===== src/rtl/cpu_pkg.sv =====
// Shared front-end types: fetch FSM states, redirect causes and default
// program-counter constants.
package cpu_pkg;

  typedef enum logic [1:0] {BOOT, RUN, HALT} pc_state_e;
  typedef enum logic [1:0] {NONE, BRANCH, TRAP} redir_cause_e;

  localparam logic [63:0] DEFAULT_RESET_VECTOR = 64'h0;
  localparam int unsigned DEFAULT_STEP         = 4;

endpackage


===== src/rtl/pc_redirect_buf.sv =====
// One-entry buffer for a redirect that arrived while the fetch request was
// stalled. A pending trap cannot be displaced by a later branch.
module pc_redirect_buf
  import cpu_pkg::*;
#(
  parameter int XLEN = 64
) (
  input  logic              clk,
  input  logic              reset,
  input  logic              wr_en_i,
  input  logic [XLEN-1:0]   wr_target_i,
  input  redir_cause_e      wr_cause_i,
  input  logic              clr_i,
  output logic              pending_valid_o,
  output logic [XLEN-1:0]   pending_target_o,
  output redir_cause_e      pending_cause_o
);

  logic            valid_q, valid_d;
  logic [XLEN-1:0] target_q, target_d;
  redir_cause_e    cause_q, cause_d;
  logic            wr_blocked;

  always_comb begin
    valid_d    = valid_q;
    target_d   = target_q;
    cause_d    = cause_q;
    wr_blocked = valid_q && (cause_q == TRAP) && (wr_cause_i == BRANCH);
    if (clr_i) begin
      valid_d  = 1'b0;
      target_d = '0;
      cause_d  = NONE;
    end else if (wr_en_i && !wr_blocked) begin
      valid_d  = 1'b1;
      target_d = wr_target_i;
      cause_d  = wr_cause_i;
    end
  end

  always_ff @(posedge clk) begin
    if (reset) begin
      valid_q  <= 1'b0;
      target_q <= '0;
      cause_q  <= NONE;
    end else begin
      valid_q  <= valid_d;
      target_q <= target_d;
      cause_q  <= cause_d;
    end
  end

  assign pending_valid_o  = valid_q;
  assign pending_target_o = target_q;
  assign pending_cause_o  = cause_q;

endmodule


===== src/rtl/pc_gen.sv =====
// Fetch-address generator: sequential PC, halt/resume, trap/branch redirect
// with stall buffering and misalignment rejection. Perf counters: PC_GEN_PERF_EN.
module pc_gen
  import cpu_pkg::*;
#(
  parameter int              XLEN         = 64,
  parameter logic [XLEN-1:0] RESET_VECTOR = DEFAULT_RESET_VECTOR[XLEN-1:0],
  parameter int              STEP         = DEFAULT_STEP,
  parameter int              CNT_W        = 32
) (
  input  logic              clk,
  input  logic              reset,
  input  logic              halt,
  input  logic              redirect_valid,
  input  logic [XLEN-1:0]   redirect_target,
  input  logic              trap_valid,
  input  logic [XLEN-1:0]   trap_vector,
  output logic              fetch_valid,
  input  logic              fetch_ready,
  output logic [XLEN-1:0]   fetch_pc,
  output logic              misalign_err,
  output logic [XLEN-1:0]   misalign_addr,
  output logic [CNT_W-1:0]  perf_fetch_cnt,
  output logic [CNT_W-1:0]  perf_redir_cnt
);

  localparam int ALIGN_W = $clog2(STEP);

  pc_state_e       state_q, state_d;
  logic [XLEN-1:0] pc_q, pc_d;
  logic            mis_q, mis_d;
  logic [XLEN-1:0] mis_addr_q, mis_addr_d;

  logic            hs;
  logic            trap_ok, redir_ok;
  logic            win_valid;
  logic [XLEN-1:0] win_target;
  redir_cause_e    win_cause;
  logic            buf_wr, buf_clr;
  logic            pend_valid, pend_trap, win_blocked;
  logic [XLEN-1:0] pend_target;
  redir_cause_e    pend_cause;

  function automatic logic is_aligned(input logic [XLEN-1:0] addr);
    return addr[ALIGN_W-1:0] == '0;
  endfunction

  assign fetch_valid = (state_q == RUN);
  assign hs          = fetch_valid && fetch_ready;

  // Trap beats branch, but only an aligned trap can win.
  always_comb begin
    trap_ok     = trap_valid && is_aligned(trap_vector);
    redir_ok    = redirect_valid && is_aligned(redirect_target);
    win_valid   = trap_ok || redir_ok;
    win_target  = trap_ok ? trap_vector : redirect_target;
    win_cause   = trap_ok ? TRAP : (redir_ok ? BRANCH : NONE);
    pend_trap   = pend_valid && (pend_cause == TRAP);
    win_blocked = pend_trap && (win_cause == BRANCH);
    mis_d       = 1'b0;
    mis_addr_d  = mis_addr_q;
    if (trap_valid && !is_aligned(trap_vector)) begin
      mis_d      = 1'b1;
      mis_addr_d = trap_vector;
    end else if (redirect_valid && !redir_ok && !trap_ok) begin
      mis_d      = 1'b1;
      mis_addr_d = redirect_target;
    end
  end

  always_comb begin
    state_d = state_q;
    pc_d    = pc_q;
    buf_wr  = 1'b0;
    buf_clr = 1'b0;
    case (state_q)
      BOOT: begin
        state_d = RUN;
        buf_wr  = win_valid;
      end
      RUN: begin
        if (hs) begin
          buf_clr = 1'b1;
          if (win_valid && !win_blocked) pc_d = win_target;
          else if (pend_valid)           pc_d = pend_target;
          else                           pc_d = pc_q + XLEN'(STEP);
          if (halt) state_d = HALT;
        end else begin
          buf_wr = win_valid;
        end
      end
      HALT: begin
        if (win_valid) begin
          pc_d    = win_target;
          state_d = RUN;
          buf_clr = 1'b1;
        end else if (!halt) begin
          state_d = RUN;
        end
      end
      default: state_d = BOOT;
    endcase
  end

  always_ff @(posedge clk) begin
    if (reset) begin
      state_q    <= BOOT;
      pc_q       <= RESET_VECTOR;
      mis_q      <= 1'b0;
      mis_addr_q <= '0;
    end else begin
      state_q    <= state_d;
      pc_q       <= pc_d;
      mis_q      <= mis_d;
      mis_addr_q <= mis_addr_d;
    end
  end

  pc_redirect_buf #(.XLEN(XLEN)) u_buf (
    .clk              (clk),
    .reset            (reset),
    .wr_en_i          (buf_wr),
    .wr_target_i      (win_target),
    .wr_cause_i       (win_cause),
    .clr_i            (buf_clr),
    .pending_valid_o  (pend_valid),
    .pending_target_o (pend_target),
    .pending_cause_o  (pend_cause)
  );

  assign fetch_pc      = pc_q;
  assign misalign_err  = mis_q;
  assign misalign_addr = mis_addr_q;

`ifdef PC_GEN_PERF_EN
  logic [CNT_W-1:0] fetch_cnt_q, redir_cnt_q;
  logic             redir_inc;

  // A redirect counts when applied directly or when it lands in the buffer.
  assign redir_inc = (win_valid && (state_q == HALT || (hs && !win_blocked)))
                   || (buf_wr && !win_blocked);

  always_ff @(posedge clk) begin
    if (reset) begin
      fetch_cnt_q <= '0;
      redir_cnt_q <= '0;
    end else begin
      if (hs)        fetch_cnt_q <= fetch_cnt_q + 1'b1;
      if (redir_inc) redir_cnt_q <= redir_cnt_q + 1'b1;
    end
  end

  assign perf_fetch_cnt = fetch_cnt_q;
  assign perf_redir_cnt = redir_cnt_q;
`else
  assign perf_fetch_cnt = '0;
  assign perf_redir_cnt = '0;
`endif

endmodule


===== config.mk =====
export PLATFORM = sky130hd
export DESIGN_NAME = pc_gen
export DESIGN_NICKNAME = d
export VERILOG_FILES = /design/src/rtl/cpu_pkg.sv /design/src/rtl/pc_redirect_buf.sv /design/src/rtl/pc_gen.sv
export SDC_FILE = /design/constraint.sdc
export NUM_CORES = 1
export LEC_CHECK = 0
export CAP_MARGIN = 40
export CORE_MARGIN = 2
export CORE_UTILIZATION = 25
export CTS_BUF_LIST = sky130_fd_sc_hd__clkbuf_4 sky130_fd_sc_hd__clkbuf_8
export CTS_CLUSTER_DIAMETER = 40
export DETAILED_ROUTE_END_ITERATION = 6
export PLACE_DENSITY_LB_ADDON = 0.05
export SLEW_MARGIN = 0
export SYNTH_ARGS = -nofsm -noshare
export SYNTH_HDL_FRONTEND = slang
export SYNTH_SLANG_ARGS = --single-unit

===== constraint.sdc =====
create_clock -name clk -period 2.8 [get_ports clk]
set_input_delay 0.56 -clock clk [delete_from_list [all_inputs] [get_ports clk]]
set_output_delay 0.56 -clock clk [all_outputs]
set_load 0.01 [all_outputs]

# == After elaboration in Yosys (flattened, before gate mapping) ==
# Index checks and enable logic that the tools add are counted.
# totals
register_bits,198
in_bits,134
output_inout_bits,194
# classes
n_addsub,1
eq_ne,8
mux,22
reduce_logical,23
# op_table
operator,count
two-way mux 64 bit,7
one-hot mux 64 bit (2 select lines),1
"adder 64 x 3 -> 64 bit, second input constant",1
logical AND 1 bit,10
two-way mux 2 bit,5
logical NOT 2 bit,3
two-way mux 1 bit,6
one-hot mux 2 bit (3 select lines),1
AND reduction 3 bit,2
"equality test 2 x 1 -> 1 bit, second input constant",2
"equality test 2 bit, second input constant",2
logical NOT 1 bit,4
"inequality test 2 bit, second input constant",2
one-hot mux 1 bit (2 select lines),2
nonzero test 2 bit,2
"inequality test 3 bit, second input constant",1
"inequality test 2 x 1 -> 1 bit, second input constant",1
OR reduction 2 bit,1
logical OR 1 bit,1

# == Longest topological paths before layout ==
# Gate-level depths: netlist (run 1).
# logic_depth
word_depth,11
mapped_depth,10
ltp_nobuf,8

# == Modules after synthesis ==
# Synthesis (run 1) repeated with hierarchy kept, for this count alone.
# hier_totals
cells_unflattened,1569
area_unflattened_um2,11972.7
# by_module_without_submodules
module,instances,cells_per_inst,area_each_um2,seq_area_each_um2
pc_gen,1,1276,9296.4,2622.5
pc_redirect_buf,1,293,2676.3,1341.3

# == Worst setup path after synthesis (run 1) ==
# No wires, ideal clock.
# synth_path
path_type,register to register
startpoint,"register pc_q[2], in the netlist fetch_pc[2]"
endpoint,"register pc_q[34], in the netlist fetch_pc[34]"
setup_ps,86
arrival_ps,2341
slack_ps,373
path_stages_with_launch,8
path_buffers,0
cell_sequence,dfxtp_1 ha_1 nand4_2 or2_1 nor4_4 mux2_2 a211o_1 a211oi_1
# synth_via
elab_chain_cells,5
# synth_rtl
element,line_no,source
from (decl),pc_gen.sv:30,"logic [XLEN-1:0] pc_q, pc_d;"
from (signal assigned),pc_gen.sv:113,pc_q <= pc_d;
adder 64 x 3 -> 64 bit,pc_gen.sv:86,else pc_d = pc_q + XLEN'(STEP);
two-way mux 64 bit,pc_gen.sv:85,else if (pend_valid) pc_d = pend_target;
two-way mux 64 bit,pc_gen.sv:84,if (win_valid && !win_blocked) pc_d = win_target;
two-way mux 64 bit,pc_gen.sv:82,if (hs) begin
one-hot mux 64 bit (2 select lines),pc_gen.sv:76,case (state_q)
# No other way between the ends. The select of a mux whose other input is x is not followed.
# A chain may end at the register's enable or synchronous reset.

# == Final worst setup path (run 1) ==
# Same ends and word-level chain as after synthesis.

==> flow_metrics.tcl, run 1 <==
set metrics [dict create \
    yosys.area_share.simple 0.220 \
    globalRouteTotalUtil 0.219 \
    post_synth_top_area_share 0.347 \
    endpoint_kind "flop" \
    ctsLongestPathBuffers 2 \
    grt_max_degree 56 \
    arrival_ns 3.07 \
    ctsRootBufferMaster "sky130_fd_sc_hd__clkbuf_8" \
    post_synth_arst_share 0 \
    start_util 0.253 \
    floorplan.rows 78 \
    dr.pass1.iters 5 \
    ant_nets 0 \
    number_of_enable_flip_flop_cells_after_synthesis 0 \
    grt.overflow.total 0 \
    synth_common_cells "198 x sky130_fd_sc_hd__dfxtp_1, 192 x sky130_fd_sc_hd__nor2_1, 148 x sky130_fd_sc_hd__nand2_1, 102 x sky130_fd_sc_hd__a211oi_1, 97 x sky130_fd_sc_hd__mux2i_1" \
    multiInputGateArea_sq_um 6710 \
    antenna_cells 0 \
    worstSetupStartpointType "flop" \
    layout_area_growth_over_synthesis_pct 40.6 \
    detailedRoute.firstIterationViolations 832 \
    synth_top_cell_by_area "sky130_fd_sc_hd__dfxtp_1" \
    finalClockSkew_ns 0.0168 \
    layout.nets 1889 \
    run_status "complete, no violations" \
    worstSetupPathDepth 7 \
    final_area_sq_um 16100 \
    critical-path-top-delay-family "simple AND/OR/NAND/NOR gates" \
    synthesized_flop_and_latch_total 198 \
    hold_violations 0 \
    synth_cell_types 79 \
    post_cts_hold_buffer_count 0 \
    clkLatencyLatePin_ns 0.59 \
    synth_sequential_area_ratio 0.347 \
    maxCapViolCount 0 \
    compound_gate_fraction_of_synth_area 0.231 \
    clock_pin_slew_on_the_worst_setup_and_hold_paths_ns 0.11 \
    path_cells "ha_1 > nand4_2 > or2_1 > nor4_4 > mux2_2 > a211o_1 > a211oi_1" \
    grt_pass1_wl_um 76300 \
    synthesized_area_fraction_occupied_by_adder_cells 0.00548 \
    hold_path_depth 2 \
    netlist_top_cells_area "sky130_fd_sc_hd__dfxtp_1 35%, sky130_fd_sc_hd__mux2i_1 8.5%, sky130_fd_sc_hd__a211oi_1 6.7%" \
    synthesized_instance_count 1428 \
    combinational_family_with_the_most_area_after_synthesis "compound AO/OA/AOI/OAI gates" \
    die_width_um 218 \
    die_h_um 218 \
    final_layout_size_suffix_gt1_frac 0.129 \
    dieArea_sq_um 47400 \
    routed_wirelength_um 52100 \
    placedInstanceArea_sq_um 15600 \
    worst_pin_slew_ns 0.613 \
    setup_viol_count_final 0 \
    critPathKind "reg -> reg" \
    total_power_uw 11200 \
    drcViolationCount 0 \
    p_per_area_nw_per_um2 695 \
    final.period_utilization 0.914 \
    synthesized_cell_area_sq_um 11400 \
    ctsResizeCount 0 \
    synthXorXnorAreaFrac 0.0161 \
    r2r_cells 7 \
    numClockSinks 198 \
    floorplan.core_area_sq_um 45200 \
    timing.critical_path.slowest_stage_cell "sky130_fd_sc_hd__or2_1" \
    fin_crit_ns 2.56 \
    yosys_warnings 0 \
    htree_num_levels 4 \
    cpPeakStageDelay_ns 0.39 \
    wl_per_cell_um 22.1 \
    grt_pass1_vias 11300 \
    ys.flop_type "sky130_fd_sc_hd__dfxtp_1" \
    ff_latch_area_sq_um 3970 \
    place_congestion 0.804 \
    post-dp-hpwl_um 39800 \
    static_leakage_uw 0.00593 \
    ios 328 \
    vias 11900 \
    io_buffers 263 \
    worst_supply_voltage_drop_on_vdd_v 0.000388 \
    tritoncts "done" \
    worst_slew_margin_rel 0.588 \
    cp_max_fo 4 \
    synth.mux.area_fraction 0.0890 \
    final_max_slew_viol_count 0 \
    cts_setup_buffers 0 \
    holdCritPathClass "in -> reg" \
    drt-vias-per-instance 5.03 \
    cp.buffers_inverters 0 \
    maxClockFrequency_mhz 391 \
    post-synth-top-count-cell "sky130_fd_sc_hd__dfxtp_1" \
    cp_data_required_time_ns 3.31 \
    grt_setup_unrepaired "false" \
    synth_area_per_cell_sq_um 8.00 \
    total_clock_buffers_created_by_cts 17 \
    n_fill_cell 4722 \
    grt_antenna_before_repair 1 \
]
## layout make-up
type,count,area share
multi-input cells,1095,0.418
flip-flops and latches,198,0.247
clock buffers,25,0.0195
inverters,16,0.00374
well taps,600,0.0467
repair buffers,422,0.258
clock inverters,7,0.00740
## where the power goes
group          internal [uW]  switching [uW]  leakage (uW)  total [uW]
Sequential              3340             527       0.00163        3870
Clock                   1000            1200      0.000218        2210
Combinational           2310            2790       0.00409        5100
Total                   6650            4520       0.00593       11200
## metrics by stage
step | std cells | hold WS [ns] | setup TNS [ns] | utilization | setup WS (ns)
floorplan | 1491 | 0.433 | 0 | - | 0.373
finish | 2363 | 0.415 | 0 | 0.355 | 0.240
CTS | 2362 | 0.359 | 0 | 0.355 | 0.106
detailed placement | 2330 | 0.454 | -1.14 | 0.346 | -0.324
global route | 2363 | 0.397 | 0 | 0.355 | 0.0357
global placement | 2329 | 0.451 | -1.10 | 0.346 | -0.354
## layer usage
layer  vias to the layer above  global-route usage  part of all wire
met5                         -                   0                 0
met3                        39              0.0584             0.072
met2                       431               0.303              0.40
li1                       5753                   -                 -
met4                         0              0.0582             0.015
met1                      5658               0.327              0.51
## registers in the layout (all words and copies together) (netlist names)
name,count
fetch_pc,64
state_q,2
misalign_addr,64
u_buf.pending_cause_o,2
u_buf.pending_target_o,64
misalign_err,1
u_buf.pending_valid_o,1
## final timing paths
check	slack, ns	startpoint	endpoint
setup / recovery	0.24	fetch_pc[2]	fetch_pc[34]
hold / removal	0.41	reset	fetch_pc[32]
setup reg to reg	0.24	fetch_pc[2]	fetch_pc[34]
hold reg to reg	0.47	fetch_pc[1]	fetch_pc[1]
## logic make-up (layout without fill, tap and decap cells)
family | Yosys count | in the layout
AOI/OAI and AO/OA | 381 | 381
xor gates and xnor gates | 21 | 21
adders and majority gates | 5 | 5
buffers and inverters | 198 | 470
DFF | 198 | 198
muxes | 101 | 101
other | 1 | 64
and+or+nand+nor | 523 | 523
## worst register-to-register path: stages, from the launching register on
cell	delay [ns]
sky130_fd_sc_hd__dfxtp_1	0.36
sky130_fd_sc_hd__ha_1	0.26
sky130_fd_sc_hd__nand4_2	0.25
sky130_fd_sc_hd__or2_1	0.39
sky130_fd_sc_hd__nor4_4	0.39
sky130_fd_sc_hd__mux2_2	0.38
sky130_fd_sc_hd__a211o_1	0.27
sky130_fd_sc_hd__a211oi_1	0.19
## placed cells by master (no fill, tap or decap), types with 8 or more instances in the layout
cell,netlist,layout
sky130_fd_sc_hd__or3_1,17,17
sky130_fd_sc_hd__a21o_1,8,8
sky130_fd_sc_hd__buf_4,67,132
sky130_fd_sc_hd__mux2i_1,97,97
sky130_fd_sc_hd__conb_1,1,64
sky130_fd_sc_hd__a31oi_1,13,13
sky130_fd_sc_hd__a211oi_1,102,102
sky130_fd_sc_hd__clkdlybuf4s50_1,0,262
sky130_fd_sc_hd__o211ai_1,19,19
sky130_fd_sc_hd__clkbuf_8,0,20
sky130_fd_sc_hd__dfxtp_1,198,197
sky130_fd_sc_hd__a311oi_1,40,40
sky130_fd_sc_hd__nor4_1,9,9
sky130_fd_sc_hd__a21oi_1,70,69
sky130_fd_sc_hd__and3_1,12,12
sky130_fd_sc_hd__inv_1,15,15
sky130_fd_sc_hd__nand4_1,22,22
sky130_fd_sc_hd__buf_12,0,26
sky130_fd_sc_hd__xor2_1,8,8
sky130_fd_sc_hd__nand2_1,148,148
sky130_fd_sc_hd__nand3_1,32,32
sky130_fd_sc_hd__nor2_1,192,192
sky130_fd_sc_hd__o21ai_0,64,63
sky130_fd_sc_hd__xnor2_1,13,13
sky130_fd_sc_hd__nor3_1,45,45
No activity file was read; power rests on OpenSTA's default activity.
==> run 2, diff against run 1 <==
--- a/config.mk
+++ b/config.mk
@@ -10,6 +10,7 @@
 export CORE_UTILIZATION = 25
 export CTS_BUF_LIST = sky130_fd_sc_hd__clkbuf_4 sky130_fd_sc_hd__clkbuf_8
 export CTS_CLUSTER_DIAMETER = 40
+export CTS_CLUSTER_SIZE = 24
 export DETAILED_ROUTE_END_ITERATION = 6
 export PLACE_DENSITY_LB_ADDON = 0.05
 export SLEW_MARGIN = 0
==> results of run 2 <==
Same layout as run 1: the final DEF is identical, and so are final timing and power.
==> run 3, diff against run 2 <==
--- a/config.mk
+++ b/config.mk
@@ -5,6 +5,7 @@
 export SDC_FILE = /design/constraint.sdc
 export NUM_CORES = 1
 export LEC_CHECK = 0
+export ABC_CLOCK_PERIOD_IN_PS = 2800
 export CAP_MARGIN = 40
 export CORE_MARGIN = 2
 export CORE_UTILIZATION = 25
==> results of run 3 <==
Same layout as run 1: the final DEF is identical, and so are final timing and power.
